--- config.mk ---
export PLATFORM = sky130hd
export DESIGN_NAME = spi_frame_sniffer
export DESIGN_NICKNAME = d
export VERILOG_FILES = /design/src/rtl/spi_frame_sniffer.sv
export SDC_FILE = /design/constraint.sdc
export NUM_CORES = 1
export LEC_CHECK = 0
export ABC_CLOCK_PERIOD_IN_PS = 6050
export BUFFER_PORTS_ARGS = -buffer_cell sky130_fd_sc_hd__buf_2
export CAP_MARGIN = 5
export CORE_AREA = 2 2 210 129
export DETAILED_ROUTE_END_ITERATION = 8
export DIE_AREA = 0 0 212 131
export PLACE_DENSITY = 0.68
export SLEW_MARGIN = 20
export SYNTH_ARGS = -nofsm -noshare
export SYNTH_HDL_FRONTEND = slang
export SYNTH_SLANG_ARGS = --single-unit
--- constraint.sdc ---
create_clock -name clk -period 6.05 [get_ports clk]
set_input_delay 0.9075 -clock clk [delete_from_list [all_inputs] [get_ports clk]]
set_output_delay 0.9075 -clock clk [all_outputs]
set_load 0.1 [all_outputs]
--- src/rtl/spi_frame_sniffer.sv ---
// spi_frame_sniffer: passive SPI monitor that captures full-duplex bytes into a FWFT FIFO and counts frames
//   in : clk, rst (async, active high), spi_clk/spi_ss/spi_mosi/spi_miso (async SPI pins),
//        rd_en (pop head), clr_overflow (clear sticky overflow)
//   out: rd_data {sof, mosi, miso}, empty, full, overflow, frame_active, frame_count
module spi_frame_sniffer #(
  parameter int FIFO_DEPTH  = 16,
  parameter bit CPHA        = 1'b1,
  parameter int FRAME_CNT_W = 16
) (
  input  logic                   clk,
  input  logic                   rst,
  input  logic                   spi_clk,
  input  logic                   spi_ss,
  input  logic                   spi_mosi,
  input  logic                   spi_miso,
  input  logic                   rd_en,
  input  logic                   clr_overflow,
  output logic [16:0]            rd_data,
  output logic                   empty,
  output logic                   full,
  output logic                   overflow,
  output logic                   frame_active,
  output logic [FRAME_CNT_W-1:0] frame_count
);
  localparam int AW = $clog2(FIFO_DEPTH);
  typedef enum logic {IDLE, ACTIVE} state_t;
  logic [2:0] sck_q, ss_q;
  logic [1:0] mosi_q, miso_q, vld_q;
  logic armed_q;
  state_t state_q;
  logic [2:0] bit_cnt_q;
  logic first_q, seen_q, push_q;
  logic [7:0] mosi_sr_q, miso_sr_q;
  logic [16:0] push_data_q;
  logic [FRAME_CNT_W-1:0] frame_count_q;
  logic [16:0] mem_q [FIFO_DEPTH];
  logic [AW-1:0] wr_q, rd_q;
  logic [AW:0] cnt_q, cnt_d;
  logic empty_q, full_q, overflow_q;
  logic sample, ss_fall, ss_rise, byte_done, do_push, do_pop, drop;
  assign sample    = CPHA ? (sck_q[2] & ~sck_q[1]) : (~sck_q[2] & sck_q[1]);
  // a falling SS only counts once a genuine high level has been seen since reset,
  // so a frame already in progress at reset release is ignored
  assign ss_fall   = armed_q & ss_q[2] & ~ss_q[1];
  assign ss_rise   = ~ss_q[2] & ss_q[1];
  assign byte_done = sample & (bit_cnt_q == 3'd7);
  assign do_pop    = rd_en & ~empty_q;
  assign do_push   = push_q & (~full_q | rd_en);
  assign drop      = push_q & full_q & ~rd_en;
  assign cnt_d     = cnt_q + (AW+1)'(do_push) - (AW+1)'(do_pop);
  assign rd_data      = empty_q ? 17'd0 : mem_q[rd_q];
  assign empty        = empty_q;
  assign full         = full_q;
  assign overflow     = overflow_q;
  assign frame_active = (state_q == ACTIVE);
  assign frame_count  = frame_count_q;
  always_ff @(posedge clk or posedge rst) begin
    if (rst) begin
      sck_q   <= 3'b000;
      ss_q    <= 3'b111;
      mosi_q  <= 2'b00;
      miso_q  <= 2'b00;
      vld_q   <= 2'b00;
      armed_q <= 1'b0;
    end else begin
      sck_q   <= {sck_q[1:0], spi_clk};
      ss_q    <= {ss_q[1:0], spi_ss};
      mosi_q  <= {mosi_q[0], spi_mosi};
      miso_q  <= {miso_q[0], spi_miso};
      vld_q   <= {vld_q[0], 1'b1};
      armed_q <= armed_q | (vld_q[1] & ss_q[1]);
    end
  end
  always_ff @(posedge clk or posedge rst) begin
    if (rst) begin
      state_q       <= IDLE;
      bit_cnt_q     <= 3'd0;
      first_q       <= 1'b1;
      seen_q        <= 1'b0;
      mosi_sr_q     <= 8'd0;
      miso_sr_q     <= 8'd0;
      push_q        <= 1'b0;
      push_data_q   <= 17'd0;
      frame_count_q <= '0;
    end else begin
      push_q <= 1'b0;
      if (state_q == IDLE) begin
        if (ss_fall) begin
          state_q   <= ACTIVE;
          bit_cnt_q <= 3'd0;
          first_q   <= 1'b1;
        end
      end else begin
        if (sample) begin
          mosi_sr_q <= {mosi_sr_q[6:0], mosi_q[1]};
          miso_sr_q <= {miso_sr_q[6:0], miso_q[1]};
          bit_cnt_q <= bit_cnt_q + 3'd1;
        end
        if (byte_done) begin
          push_q      <= 1'b1;
          push_data_q <= {first_q, mosi_sr_q[6:0], mosi_q[1], miso_sr_q[6:0], miso_q[1]};
          first_q     <= 1'b0;
          seen_q      <= 1'b1;
        end
        // a byte completing on the closing cycle still counts toward this frame
        if (ss_rise) begin
          state_q <= IDLE;
          seen_q  <= 1'b0;
          if (seen_q | byte_done) frame_count_q <= frame_count_q + 1'b1;
        end
      end
    end
  end
  always_ff @(posedge clk or posedge rst) begin
    if (rst) begin
      wr_q       <= '0;
      rd_q       <= '0;
      cnt_q      <= '0;
      empty_q    <= 1'b1;
      full_q     <= 1'b0;
      overflow_q <= 1'b0;
    end else begin
      wr_q       <= do_push ? wr_q + 1'b1 : wr_q;
      rd_q       <= do_pop ? rd_q + 1'b1 : rd_q;
      cnt_q      <= cnt_d;
      empty_q    <= (cnt_d == '0);
      full_q     <= (cnt_d == (AW+1)'(FIFO_DEPTH));
      overflow_q <= drop | (overflow_q & ~clr_overflow);
    end
  end
  always_ff @(posedge clk) begin
    if (do_push) mem_q[wr_q] <= push_data_q;
  end
endmodule

==> flow_metrics.tcl <==
set metrics [dict create \
    outcome "finished, final reports clean" \
    num_rows 46 \
    first_iter_violations 781 \
    grtUsageTotal_pct 22.11 \
    power.leakage_nw 6.417 \
    drive_above_1_share_pct 18.71 \
    synth-seq-cells 355 \
    synth.distinct_cells 48 \
    grt_pass1_vias 7244 \
    dpl.hpwl_um 17830 \
    grt_overflow 0 \
    wirelength_um 29560 \
    hold_class "in2async" \
    area_delta_synth_final_pct 11.51 \
    tns_ns 0 \
    worstSetupPathType "reg2out" \
    ant_nets 0 \
    crit_path_start "rd_q[0]" \
    regArea_um2 10250 \
    io_pins 45 \
    syn-num-nets 845 \
    cts_setup_buffers 0 \
    dieArea_um2 27770 \
    final_util_pct 60.32 \
    finalMaxSlewViolations 0 \
    nets 911 \
    cts_tree "done" \
    cp_num_buf_inv 2 \
    initial_core_util_pct 54.09 \
    die_h_um 131 \
    cts-root-buf "clkbuf_16" \
    path_depth 6 \
    synth_cells 823 \
    cts-resized-gates 0 \
    via_count 7350 \
    netlist.area_leader.share_pct 58.18 \
    powerDensity_nw_per_um2 459.7 \
    insertion_delay_ns 0.57 \
    synth.area.top_cells "edfxtp_1, dfrtp_1, mux2i_1" \
    syn_area_per_cell_um2 17.06 \
    clock_sinks 355 \
    synth_edf_count 272 \
    synthMostInstantiatedCell "edfxtp_1" \
    cp-start-kind "flip-flop" \
    endpoint "rd_data[12]" \
    reg2reg_from "full" \
    ys_async_sr_fraction_pct 23.38 \
    htreeDepth 1 \
    slowest_delay_ns 0.84 \
    cpMaxStageDelayCell "dfrtp_4" \
    r2r_slack_ns 3.26 \
    fin_skew_ns 0.02175 \
    coreArea_um2 25960 \
    place.gp.congestion 0.7897 \
    critPathArrivalTime_ns 3.38 \
    synthTopCellsByCount "edfxtp_1, mux2i_1, dfrtp_1, nand2_1, a22oi_1" \
    finalInstanceArea_um2 15660 \
    crit_path_end_kind "output pin" \
    rr_worst_depth 11 \
    routed_via_density 5.769 \
    cp_max_fo 45 \
    nFillCells 1913 \
    drt_pass1_iterations 7 \
    worst_ep_required_time_ns 5.14 \
    final-setup-viol-count 0 \
    total_power_mw 7.197 \
    synth_area_um2 14040 \
    tightest_slew_ns 1.013 \
    die_x_um 212 \
    drc 0 \
    irDropWorstVdd_mv 0.4579 \
    grt_setup_unrepaired "no" \
    multi_input_area_um2 3445 \
    cp_top_family "buffers and inverters" \
    hold_viol 0 \
    crit_chain "buf_4, mux2i_1, a22oi_1, nand2_1, o21ai_1, buf_2" \
    cts_max_path_buffers 3 \
    reg2reg_to "full" \
    cts_buffers 31 \
    placed_area_um2 14620 \
    synthFlopType "edfxtp_1" \
    fin_crit_sh_pct 70.79 \
    routedWlPerCell_um 23.20 \
    max_slew_margin_pct 32.48 \
    diodes 0 \
    drv_cap 0 \
    hold_slack_ns 0.2491 \
    ctsHoldBuffers 0 \
    fin_crit_ns 4.283 \
    max_freq_mhz 233.5 \
    grt_start_max_net_pins 70 \
    io_buffers 44 \
    antenna_found_initial 0 \
    ys_seq_area_share_pct 73.01 \
    yosys_warnings 0 \
    clk_pin_slew_ns 0.07 \
    grt_pass1_wl_um 44640 \
    synth_area_leader_cell "edfxtp_1" \
]
-- through the flow --
stage | setup slack (ns) | std cells
after floorplan | 2.605 | 823
after global placement | 2.373 | 1216
after detailed placement | 2.349 | 1216
after CTS | 1.726 | 1274
after global routing | 1.592 | 1274
final | 1.767 | 1274
-- where the power goes --
part	switching (mW)	total, mW	leakage [nW]	internal [mW]
clock	0.863	2.01	0.507	1.15
sequential	0.135	2.83	3.89	2.70
combinational	1.75	2.35	2.02	0.603
total	2.75	7.20	6.42	4.45
-- registers in the layout, summed over array words and instances, names as in the netlist, 2 cells and up --
signal / cells
cnt_q: 5
bit_cnt_q: 3
vld_q: 2
ss_q: 3
push_data_q: 17
mosi_q: 2
frame_count: 16
rd_q: 4
mosi_sr_q: 7
sck_q: 3
mem_q: 272
wr_q: 4
miso_sr_q: 7
miso_q: 2
-- how the worst min path moves through the flow --
| stage | startpoint | endpoint | slack, ns |
|---|---|---|---|
| 2_1_floorplan | miso_q[0] | miso_q[1] | 0.33 |
| 3_3_place_gp | vld_q[0] | vld_q[1] | 0.33 |
| 3_5_place_dp | vld_q[0] | vld_q[1] | 0.34 |
| 4_1_cts | rst | cnt_q[1] | 0.23 |
| 5_1_grt | rst | cnt_q[1] | 0.25 |
| 6_report | rst | cnt_q[0] | 0.25 |
-- layout make-up --
class | instances | area share, %
Clock inverter | 25 | 1.622
Tap cell | 360 | 2.877
Inverter | 14 | 0.3436
Sequential cell | 355 | 65.50
Timing Repair Buffer | 70 | 2.653
Multi-Input combinational cell | 417 | 22.00
Clock buffer | 33 | 5.003
-- worst reg2reg max path, cell delays in order, from the launching register on --
cell and delay (ns):
dfrtp_1 0.40, nand2b_1 0.10, and2_1 0.36, inv_1 0.09, ha_1 0.28, inv_1 0.04
ha_1 0.19, fa_1 0.40, a21o_1 0.21, a21oi_1 0.20, xnor2_1 0.19, nor3b_1 0.25
-- layer usage --
layer  global-route usage [%]  up-vias  wire (um)
met3                    4.087       39       1919
li1                         -     3271          -
met5                        0        -          0
met2                    34.02      243      13310
met1                    33.39     3797      13860
met4                    4.764        0        476
-- layout by cell type, fill, tap and decap left out, types with 3 or more instances in the layout --
master	Yosys	routed
edfxtp_1	272	272
a22oi_1	43	43
and3_1	3	3
o221ai_1	6	6
mux2i_1	92	92
nand3_1	15	15
bufinv_16	0	5
nand4_1	6	6
o211ai_1	6	6
ha_1	13	13
and3b_1	3	3
mux4_2	10	10
inv_1	13	12
clkbuf_16	0	31
nor2b_1	3	3
a21oi_1	9	9
o21ai_1	11	11
nand2_1	72	72
mux2_2	26	26
nor3_2	0	3
buf_4	2	26
mux4_1	9	9
nand2b_1	13	13
buf_2	4	44
and4_1	3	3
xor2_1	11	11
clkinv_2	0	9
nor2_1	23	22
clkinv_1	0	7
dfstp_2	5	5
dfrtp_1	78	77
xnor2_1	14	14
a21o_1	5	5
-- cell families (layout without fill, tap and decap cells) --
family | after synthesis | in the layout | synth area share [%]
flops | 355 | 355 | 73.01
simple gates | 154 | 154 | 5.160
mux | 137 | 137 | 11.93
compound gates | 86 | 86 | 4.313
buf+inv | 51 | 142 | 2.691
xor+xnor | 25 | 25 | 1.560
fa+ha+maj | 14 | 14 | 1.301
other cells | 1 | 1 | 0.02671
Power figures use the tool's default switching activity.
